===== src/rtl/alu_share_arbiter.sv =====
// alu_share_arbiter
// Lets two requesters share one combinational ALU. Arbitration between the two
// ports is round-robin. The operands of the granted request are registered and
// drive the ALU from those registers. The ALU result is captured one cycle
// later and held for the owning port until that port consumes it.
module alu_share_arbiter #(
    parameter int WIDTH  = 32,
    parameter int FUNC_W = 3
) (
    input  logic                  clk,
    input  logic                  rst_n,
    input  logic [1:0]            req_valid,
    output logic [1:0]            req_ready,
    input  logic [2*WIDTH-1:0]    req_a,
    input  logic [2*WIDTH-1:0]    req_b,
    input  logic [2*FUNC_W-1:0]   req_func,
    output logic [1:0]            rsp_valid,
    input  logic [1:0]            rsp_ready,
    output logic [WIDTH-1:0]      rsp_data,
    output logic                  rsp_zero,
    output logic [WIDTH-1:0]      alu_input_a,
    output logic [WIDTH-1:0]      alu_input_b,
    output logic [FUNC_W-1:0]     alu_function,
    input  logic [WIDTH-1:0]      alu_output,
    input  logic                  alu_zero
);

    localparam logic [1:0] IDLE = 2'd0;
    localparam logic [1:0] EXEC = 2'd1;
    localparam logic [1:0] RESP = 2'd2;

    logic [1:0]        state;
    logic              owner;
    logic              last_grant;
    logic              any_req;
    logic              pick;
    logic              accept;
    logic              consume;
    logic [WIDTH-1:0]  sel_a;
    logic [WIDTH-1:0]  sel_b;
    logic [FUNC_W-1:0] sel_func;

    // Round-robin choice: a lone requester always wins; on a tie the port
    // that was not granted last time wins.
    function automatic logic pick_port(input logic [1:0] valid, input logic last);
        logic p;
        if (valid == 2'b11) begin
            p = ~last;
        end else begin
            p = valid[1];
        end
        return p;
    endfunction

    // Port select, ready generation and handshake decode (ready is held low
    // while reset is asserted so nothing is handed over during reset).
    always_comb begin
        any_req  = |req_valid;
        pick     = pick_port(req_valid, last_grant);
        sel_a    = pick ? req_a[2*WIDTH-1:WIDTH]      : req_a[WIDTH-1:0];
        sel_b    = pick ? req_b[2*WIDTH-1:WIDTH]      : req_b[WIDTH-1:0];
        sel_func = pick ? req_func[2*FUNC_W-1:FUNC_W] : req_func[FUNC_W-1:0];
        req_ready = 2'b00;
        if (rst_n && (state == IDLE) && any_req) begin
            req_ready = pick ? 2'b10 : 2'b01;
        end
        accept  = (state == IDLE) && any_req;
        consume = (state == RESP) && rsp_ready[owner];
    end

    // Control FSM: IDLE -> EXEC on accept, EXEC -> RESP after one settle
    // cycle, RESP -> IDLE once the owner takes the result.
    always_ff @(posedge clk or negedge rst_n) begin
        if (!rst_n) begin
            state      <= IDLE;
            owner      <= 1'b0;
            last_grant <= 1'b1;
        end else begin
            case (state)
                IDLE: begin
                    if (accept) begin
                        owner      <= pick;
                        last_grant <= pick;
                        state      <= EXEC;
                    end
                end
                EXEC: begin
                    state <= RESP;
                end
                RESP: begin
                    if (consume) begin
                        state <= IDLE;
                    end
                end
                default: begin
                    state <= IDLE;
                end
            endcase
        end
    end

    // Operand registers feeding the ALU; they keep their last values while
    // idle so the ALU inputs do not toggle needlessly.
    always_ff @(posedge clk or negedge rst_n) begin
        if (!rst_n) begin
            alu_input_a  <= '0;
            alu_input_b  <= '0;
            alu_function <= '0;
        end else if (accept) begin
            alu_input_a  <= sel_a;
            alu_input_b  <= sel_b;
            alu_function <= sel_func;
        end
    end

    // Result capture at the end of the settle cycle and the per-port held
    // response; only the owner's rsp_ready can release it.
    always_ff @(posedge clk or negedge rst_n) begin
        if (!rst_n) begin
            rsp_data  <= '0;
            rsp_zero  <= 1'b0;
            rsp_valid <= 2'b00;
        end else begin
            if (state == EXEC) begin
                rsp_data  <= alu_output;
                rsp_zero  <= alu_zero;
                rsp_valid <= owner ? 2'b10 : 2'b01;
            end else if (consume) begin
                rsp_valid <= 2'b00;
            end
        end
    end

endmodule


===== config.mk =====
export PLATFORM = sky130hd
export DESIGN_NAME = alu_share_arbiter
export DESIGN_NICKNAME = d
export VERILOG_FILES = /design/src/rtl/alu_share_arbiter.sv
export SDC_FILE = /design/constraint.sdc
export NUM_CORES = 1
export LEC_CHECK = 0
export ABC_CLOCK_PERIOD_IN_PS = 2700
export CAP_MARGIN = 5
export CORE_ASPECT_RATIO = 1.25
export CORE_UTILIZATION = 44
export CTS_BUF_LIST = sky130_fd_sc_hd__clkbuf_16
export DETAILED_ROUTE_END_ITERATION = 16
export PLACE_DENSITY = 0.87
export SLEW_MARGIN = 20
export SYNTH_ARGS = -nofsm -noshare
export SYNTH_HDL_FRONTEND = slang
export SYNTH_SLANG_ARGS = --single-unit

===== constraint.sdc =====
create_clock -name clk -period 2.7 [get_ports clk]
set_input_delay 0.54 -clock clk [delete_from_list [all_inputs] [get_ports clk]]
set_output_delay 0.54 -clock clk [all_outputs]
set_load 0.02 [all_outputs]

==> flow_metrics.py, run 1 <==
metrics = {
    "setup_path": {
        "endpoint_kind": "output port",
        "cp_max_fo": 2,
        "reg2reg_to": "alu_input_b[2]",
        "crit_top_cell": "clkdlybuf4s50_1",
        "critical_path_class": "in -> out",
        "cp.required_ps": 2160,
        "startpoint": "req_valid[1]",
        "crit_path_start_kind": "input pin",
        "critPathBufInv": 3,
        "ff2ff_path_depth": 5,
        "cp_data_arrival_time_ps": 2090,
        "cpPeakStageDelay_ps": 540,
        "cpLargestDelayFamily": "buffers and inverters",
        "ff2ff_setup_slack_ps": 680,
        "path_cells": "clkdlybuf4s50_1 > a21bo_4 > buf_4 > and3_1 > clkdlybuf4s50_1",
        "cp_slowest_cell": "clkdlybuf4s50_1",
        "rr_startpoint": "last_grant",
    },
    "clock_tree": {
        "clk_latency_ps": 340,
        "htreeDepth": 3,
        "cts_setup_buffers": 0,
        "clkTransAtPathRegs_ps": 70,
        "cts_tree": "built",
        "clock-sinks": 106,
        "clk_path_buf_depth": 2,
        "clock-root-buffer": "clkbuf_16",
        "cts-buffers-inserted": 9,
    },
    "timing": {
        "min_period_ps": 2630,
        "max-slew-margin-rel": 0.510,
        "min_period_over_period": 0.975,
        "final_hold_viol_count": 0,
        "rsz0062_at_grt": "false",
        "hold_ws_ps": 203,
        "worst_slew_pin_slew_ps": 735,
        "fmax_ghz": 0.380,
        "setup_viol": 0,
        "fin_skew_ps": 9.93,
        "slew_violations": 0,
    },
    "pwr": {
        "p_leak_nw": 3.99,
        "power_density_nw_per_um2": 1130,
        "pwr-share-seq": 0.302,
        "p_sw_frac": 0.364,
        "p_sw_mw": 3.52,
        "internal_power_mw": 6.14,
        "comb_power_share": 0.568,
        "p_clk_frac": 0.129,
        "p_total_mw": 9.66,
        "max-vdd-ir-drop_mv": 0.538,
    },
    "drt": {
        "first_iter_violations": 100,
        "viasPerCell": 4.84,
        "drt_wl_total_mm": 14.1,
        "wire_per_inst_um": 17.1,
        "postRouteAntennaNets": 0,
        "firstDrtPassIters": 4,
        "remaining_drc_errors": 0,
        "vias": 4010,
    },
    "floorplan": {
        "coreArea_sq_um": 12100,
        "dieWidth_um": 101,
        "row_count": 45,
        "die-area_sq_um": 12800,
        "start_util": 0.448,
        "fp.dieH_um": 126,
        "ios": 277,
    },
    "synthesis": {
        "yosysMostFrequentCell": "mux2_4",
        "ys_async_sr_fraction": 1.00,
        "ys_types": 26,
        "yosysTopAreaCell": "dfrtp_1",
        "synthFlopType": "dfrtp_1",
        "synth_common_cells": "134 x mux2_4, 105 x dfrtp_1, 101 x nand2_1",
        "netlist.area_leader.share": 0.484,
        "yosysSeqAreaShare": 0.489,
        "synth.area.top_cells": "dfrtp_1 48%, mux2_4 37%, nand2_1 7.0%",
        "synth_area_per_cell_sq_um": 14.0,
        "syn_nets": 561,
        "syn_area_sq_um": 5430,
        "ys_seq_elements": 106,
        "yosysWarnings": 0,
        "netlist_instances": 388,
        "synth-edff-count": 0,
    },
    "grt": {
        "grt_pass1_vias": 4377,
        "met2_usage": 0.421,
        "antenna_found_initial": 0,
        "grt_pass1_wl_mm": 21.9,
        "grt_use_met3": 0.0488,
        "grt_max_degree": 83,
        "use_met1": 0.239,
        "grt_usage": 0.226,
        "gr-total-overflow": 0,
        "top_usage_layer": "met2",
    },
    "layout": {
        "regArea_sq_um": 2650,
        "drive_above_1_share": 0.241,
        "antennaDiodeCount": 0,
        "syn_to_final_growth_pct": 57.8,
        "design_area_sq_um": 8560,
        "nFillCells": 816,
        "multi_input_area_sq_um": 2540,
        "nets": 833,
        "stdcell_count": 829,
    },
    "outcome": {
        "outcome": "completed",
    },
    "place": {
        "dp_hpwl_mm": 10.7,
        "placed_cells": 813,
        "place_area_sq_um": 8280,
        "io_buffers": 276,
        "finalWeightedCongestion": 0.822,
    },
    "run": {
        "drv_cap": 0,
    },
    "worst_hold_path": {
        "holdCritPathClass": "in -> async",
    },
}
-- cell usage in the layout, fill, tap and decap left out, drive strengths merged, types with 3 or more instances in the layout --
| master | synthesis | final |
|---|---|---|
| clkbuf | 7 | 9 |
| clkdlybuf4s50 | 0 | 274 |
| mux2 | 134 | 134 |
| inv | 2 | 4 |
| dfrtp | 105 | 105 |
| nand2 | 101 | 101 |
| nor2b | 3 | 3 |
| a21oi | 4 | 4 |
| clkinv | 0 | 4 |
| buf | 18 | 11 |
-- worst register-to-register path: cells and delay by family (launching register included) --
kind	cells	cell delay, ps
flip-flops	1	560
multiplexers	2	720
buffers and inverters	2	490
AO/OA/AOI/OAI	1	130
-- through the flow --
step	setup slack [ps]	setup TNS, ps	util
final	66.3	0	0.707
after detailed placement	-47.6	-47.6	0.684
after global routing	33.7	0	0.707
after floorplan	357	0	-
after CTS	72.9	0	0.707
after global placement	-25.8	-25.8	0.684
-- power by group through the flow --
stage                     combinational (mW)  sequential [mW]  clock, mW
after floorplan                         2.31             3.82          0
after global placement                  5.39             2.88          0
after detailed placement                5.52             2.93          0
after CTS                               5.55             2.92       1.28
after global routing                    5.79             3.01       1.35
final                                   5.49             2.92       1.25
-- timing repair --
item | in CTS | in global routing
endpoints found under the hold margin | 0 | 0
hold buffers | 0 | 0
gates resized for setup | 1 | 0
setup endpoints to repair | 1 | 0
-- layer usage --
layer / routed length, um / vias to the layer above
met3: 922 / 32
met5: 0 / -
met2: 7500 / 176
met4: 433 / 0
met1: 5280 / 1948
li1: - / 1854
-- registers in the layout (all words and copies together), names as in the netlist --
register / count
rsp_data: 32
alu_input_a: 32
alu_input_b: 32
last_grant: 1
owner: 1
alu_function: 3
state: 2
rsp_zero: 1
rsp_valid: 2
-- layout make-up --
class                   instances  share of cell area
flip-flops and latches        106               0.310
clock buffers                   9              0.0263
inverters                       2            0.000877
clock inverters                 7             0.00628
well taps                     164              0.0240
repair buffers                286               0.336
multi-input cells             255               0.297
-- worst max-delay path by stage --
stage	endpoint	slack (ps)	cells after the start
CTS	req_ready[0]	70	5
global route	req_ready[0]	30	5
detailed placement	req_ready[1]	-50	4
global placement	req_ready[1]	-30	4
floorplan	req_ready[1]	360	4
finish	req_ready[0]	70	5
-- kinds of logic (layout without fill, tap and decap cells) --
logic type,Yosys count,in the layout,synth area share
simple gates,109,109,0.0793
mux,134,134,0.371
flops,106,106,0.489
compound gates,12,12,0.0152
buf+inv,27,304,0.0457
Power figures use the tool's default switching activity.
==> inputs of run 2 (changes only) <==
- CORE_ASPECT_RATIO: 1.25 -> unset
==> flow_metrics.py, run 2 (synthesis results as in run 1) <==
metrics = {
    "timing": {
        "worst_slew_pin_slew_ps": 732,
        "min_period_over_period": 0.920,
        "fin_skew_ps": 5.54,
        "min_period_ps": 2480,
        "tns_ps": 0,
        "fmax_ghz": 0.403,
        "final_hold_viol_count": 0,
        "hold_ws_ps": 300,
        "rsz0062_at_grt": "false",
        "max-slew-margin-rel": 0.512,
        "slew_violations": 0,
        "setup_viol": 0,
    },
    "clock_tree": {
        "clock-root-buffer": "clkbuf_16",
        "clock-sinks": 106,
        "clk_latency_ps": 340,
        "cts_tree": "built",
        "cts-buffers-inserted": 9,
        "clkTransAtPathRegs_ps": 70,
        "htreeDepth": 3,
        "cts_setup_buffers": 0,
        "cts_hold_repair.buffers": 0,
        "clk_path_buf_depth": 2,
    },
    "place": {
        "place_area_sq_um": 8240,
        "dp_hpwl_mm": 10.2,
        "finalWeightedCongestion": 0.782,
        "io_buffers": 276,
    },
    "setup_path": {
        "cp_max_fo": 24,
        "cp.required_ps": 2160,
        "reg2reg_to": "alu_input_a[20]",
        "ff2ff_setup_slack_ps": 500,
        "crit_path_start_kind": "input pin",
        "endpoint_kind": "output port",
        "cp_data_arrival_time_ps": 1940,
        "critical_path_class": "in -> out",
        "ff2ff_path_depth": 5,
        "rr_startpoint": "last_grant",
    },
    "pwr": {
        "p_sw_frac": 0.367,
        "p_total_mw": 9.53,
        "internal_power_mw": 6.03,
        "p_clk_frac": 0.125,
        "comb_power_share": 0.568,
        "power_density_nw_per_um2": 1120,
        "max-vdd-ir-drop_mv": 0.541,
        "p_leak_nw": 3.97,
        "pwr-share-seq": 0.307,
        "p_sw_mw": 3.49,
    },
    "drt": {
        "viasPerCell": 4.86,
        "firstDrtPassIters": 4,
        "wire_per_inst_um": 16.5,
        "vias": 3949,
        "first_iter_violations": 77,
        "postRouteAntennaNets": 0,
        "drt_wl_total_mm": 13.4,
        "remaining_drc_errors": 0,
    },
    "grt": {
        "grt_pass1_wl_mm": 21.0,
        "antenna_found_initial": 0,
        "gr-total-overflow": 0,
        "grt_max_degree": 60,
        "grt_usage": 0.213,
        "grt_pass1_vias": 4172,
    },
    "layout": {
        "design_area_sq_um": 8510,
        "layout_commonest_cell": "clkdlybuf4s50_1",
        "drive_above_1_share": 0.247,
        "utilization": 0.709,
        "nFillCells": 819,
        "top_regs": "alu_input_a (32), alu_input_b (32), rsp_data (32)",
        "syn_to_final_growth_pct": 56.9,
        "antennaDiodeCount": 0,
        "nets": 833,
        "mostFrequentLayoutCells": "273 x clkdlybuf4s50_1, 134 x mux2_4, 105 x dfrtp_1",
    },
    "floorplan": {
        "row_count": 40,
        "coreArea_sq_um": 12000,
        "fp.dieH_um": 113,
        "ios": 277,
        "die-area_sq_um": 12800,
        "dieWidth_um": 113,
        "start_util": 0.452,
    },
    "run": {
        "drv_cap": 0,
    },
    "worst_hold_path": {
        "holdCritPathClass": "in -> async",
    },
    "outcome": {
        "outcome": "completed",
    },
}
run 2: how the worst max path moves through the flow:
stage,from,to,slack [ps],cells after the start
finish,req_valid[0],req_ready[0],220,5
global route,req_valid[0],req_ready[0],140,5
CTS,req_valid[0],req_ready[0],180,5
detailed placement,req_valid[1],req_ready[1],-80,4
global placement,req_valid[1],req_ready[1],-70,4
floorplan,req_valid[1],req_ready[1],360,4
run 2: area by class of cell:
class	instances	area (sq um)	share of cell area
Clock buffer	9	225	0.0265
Clock inverter	7	46.3	0.00544
Inverter	2	7.51	0.000882
Multi-Input combinational cell	255	2540	0.298
Sequential cell	106	2650	0.312
Tap cell	147	184	0.0216
Timing Repair Buffer	286	2860	0.335
run 2: worst max-delay path, cell delays in order:
cell	delay, ps
clkdlybuf4s50_1	500
a21bo_4	140
buf_4	390
and3_1	220
buf_4	150
run 2: what timing repair did:
action / 4_1_cts / 5_1_grt
endpoints found under the hold margin: 0 / 0
endpoints found under the setup margin: 1 / 0
gates resized for setup: 1 / 0
run 2: layer usage:
| metal | GRT usage | wire length, um | vias up |
|---|---|---|---|
| li1 | - | - | 1853 |
| met1 | 0.241 | 5150 | 1895 |
| met2 | 0.385 | 6990 | 177 |
| met3 | 0.0546 | 919 | 24 |
| met4 | 0.0772 | 301 | 0 |
| met5 | 0 | 0 | - |
run 2: power by group through the flow:
stage	combinational (mW)	sequential (mW)	clock, mW
2_1_floorplan	2.31	3.82	0
3_3_place_gp	5.32	2.89	0
3_5_place_dp	5.46	2.92	0
4_1_cts	5.48	2.93	1.21
5_1_grt	5.71	3.03	1.29
6_report	5.41	2.93	1.19
run 2: stage by stage:
step	worst slack (ps)	instances
3_5_place_dp	-77.6	796
2_1_floorplan	357	388
5_1_grt	143	812
4_1_cts	178	812
6_report	216	812
3_3_place_gp	-70.2	796
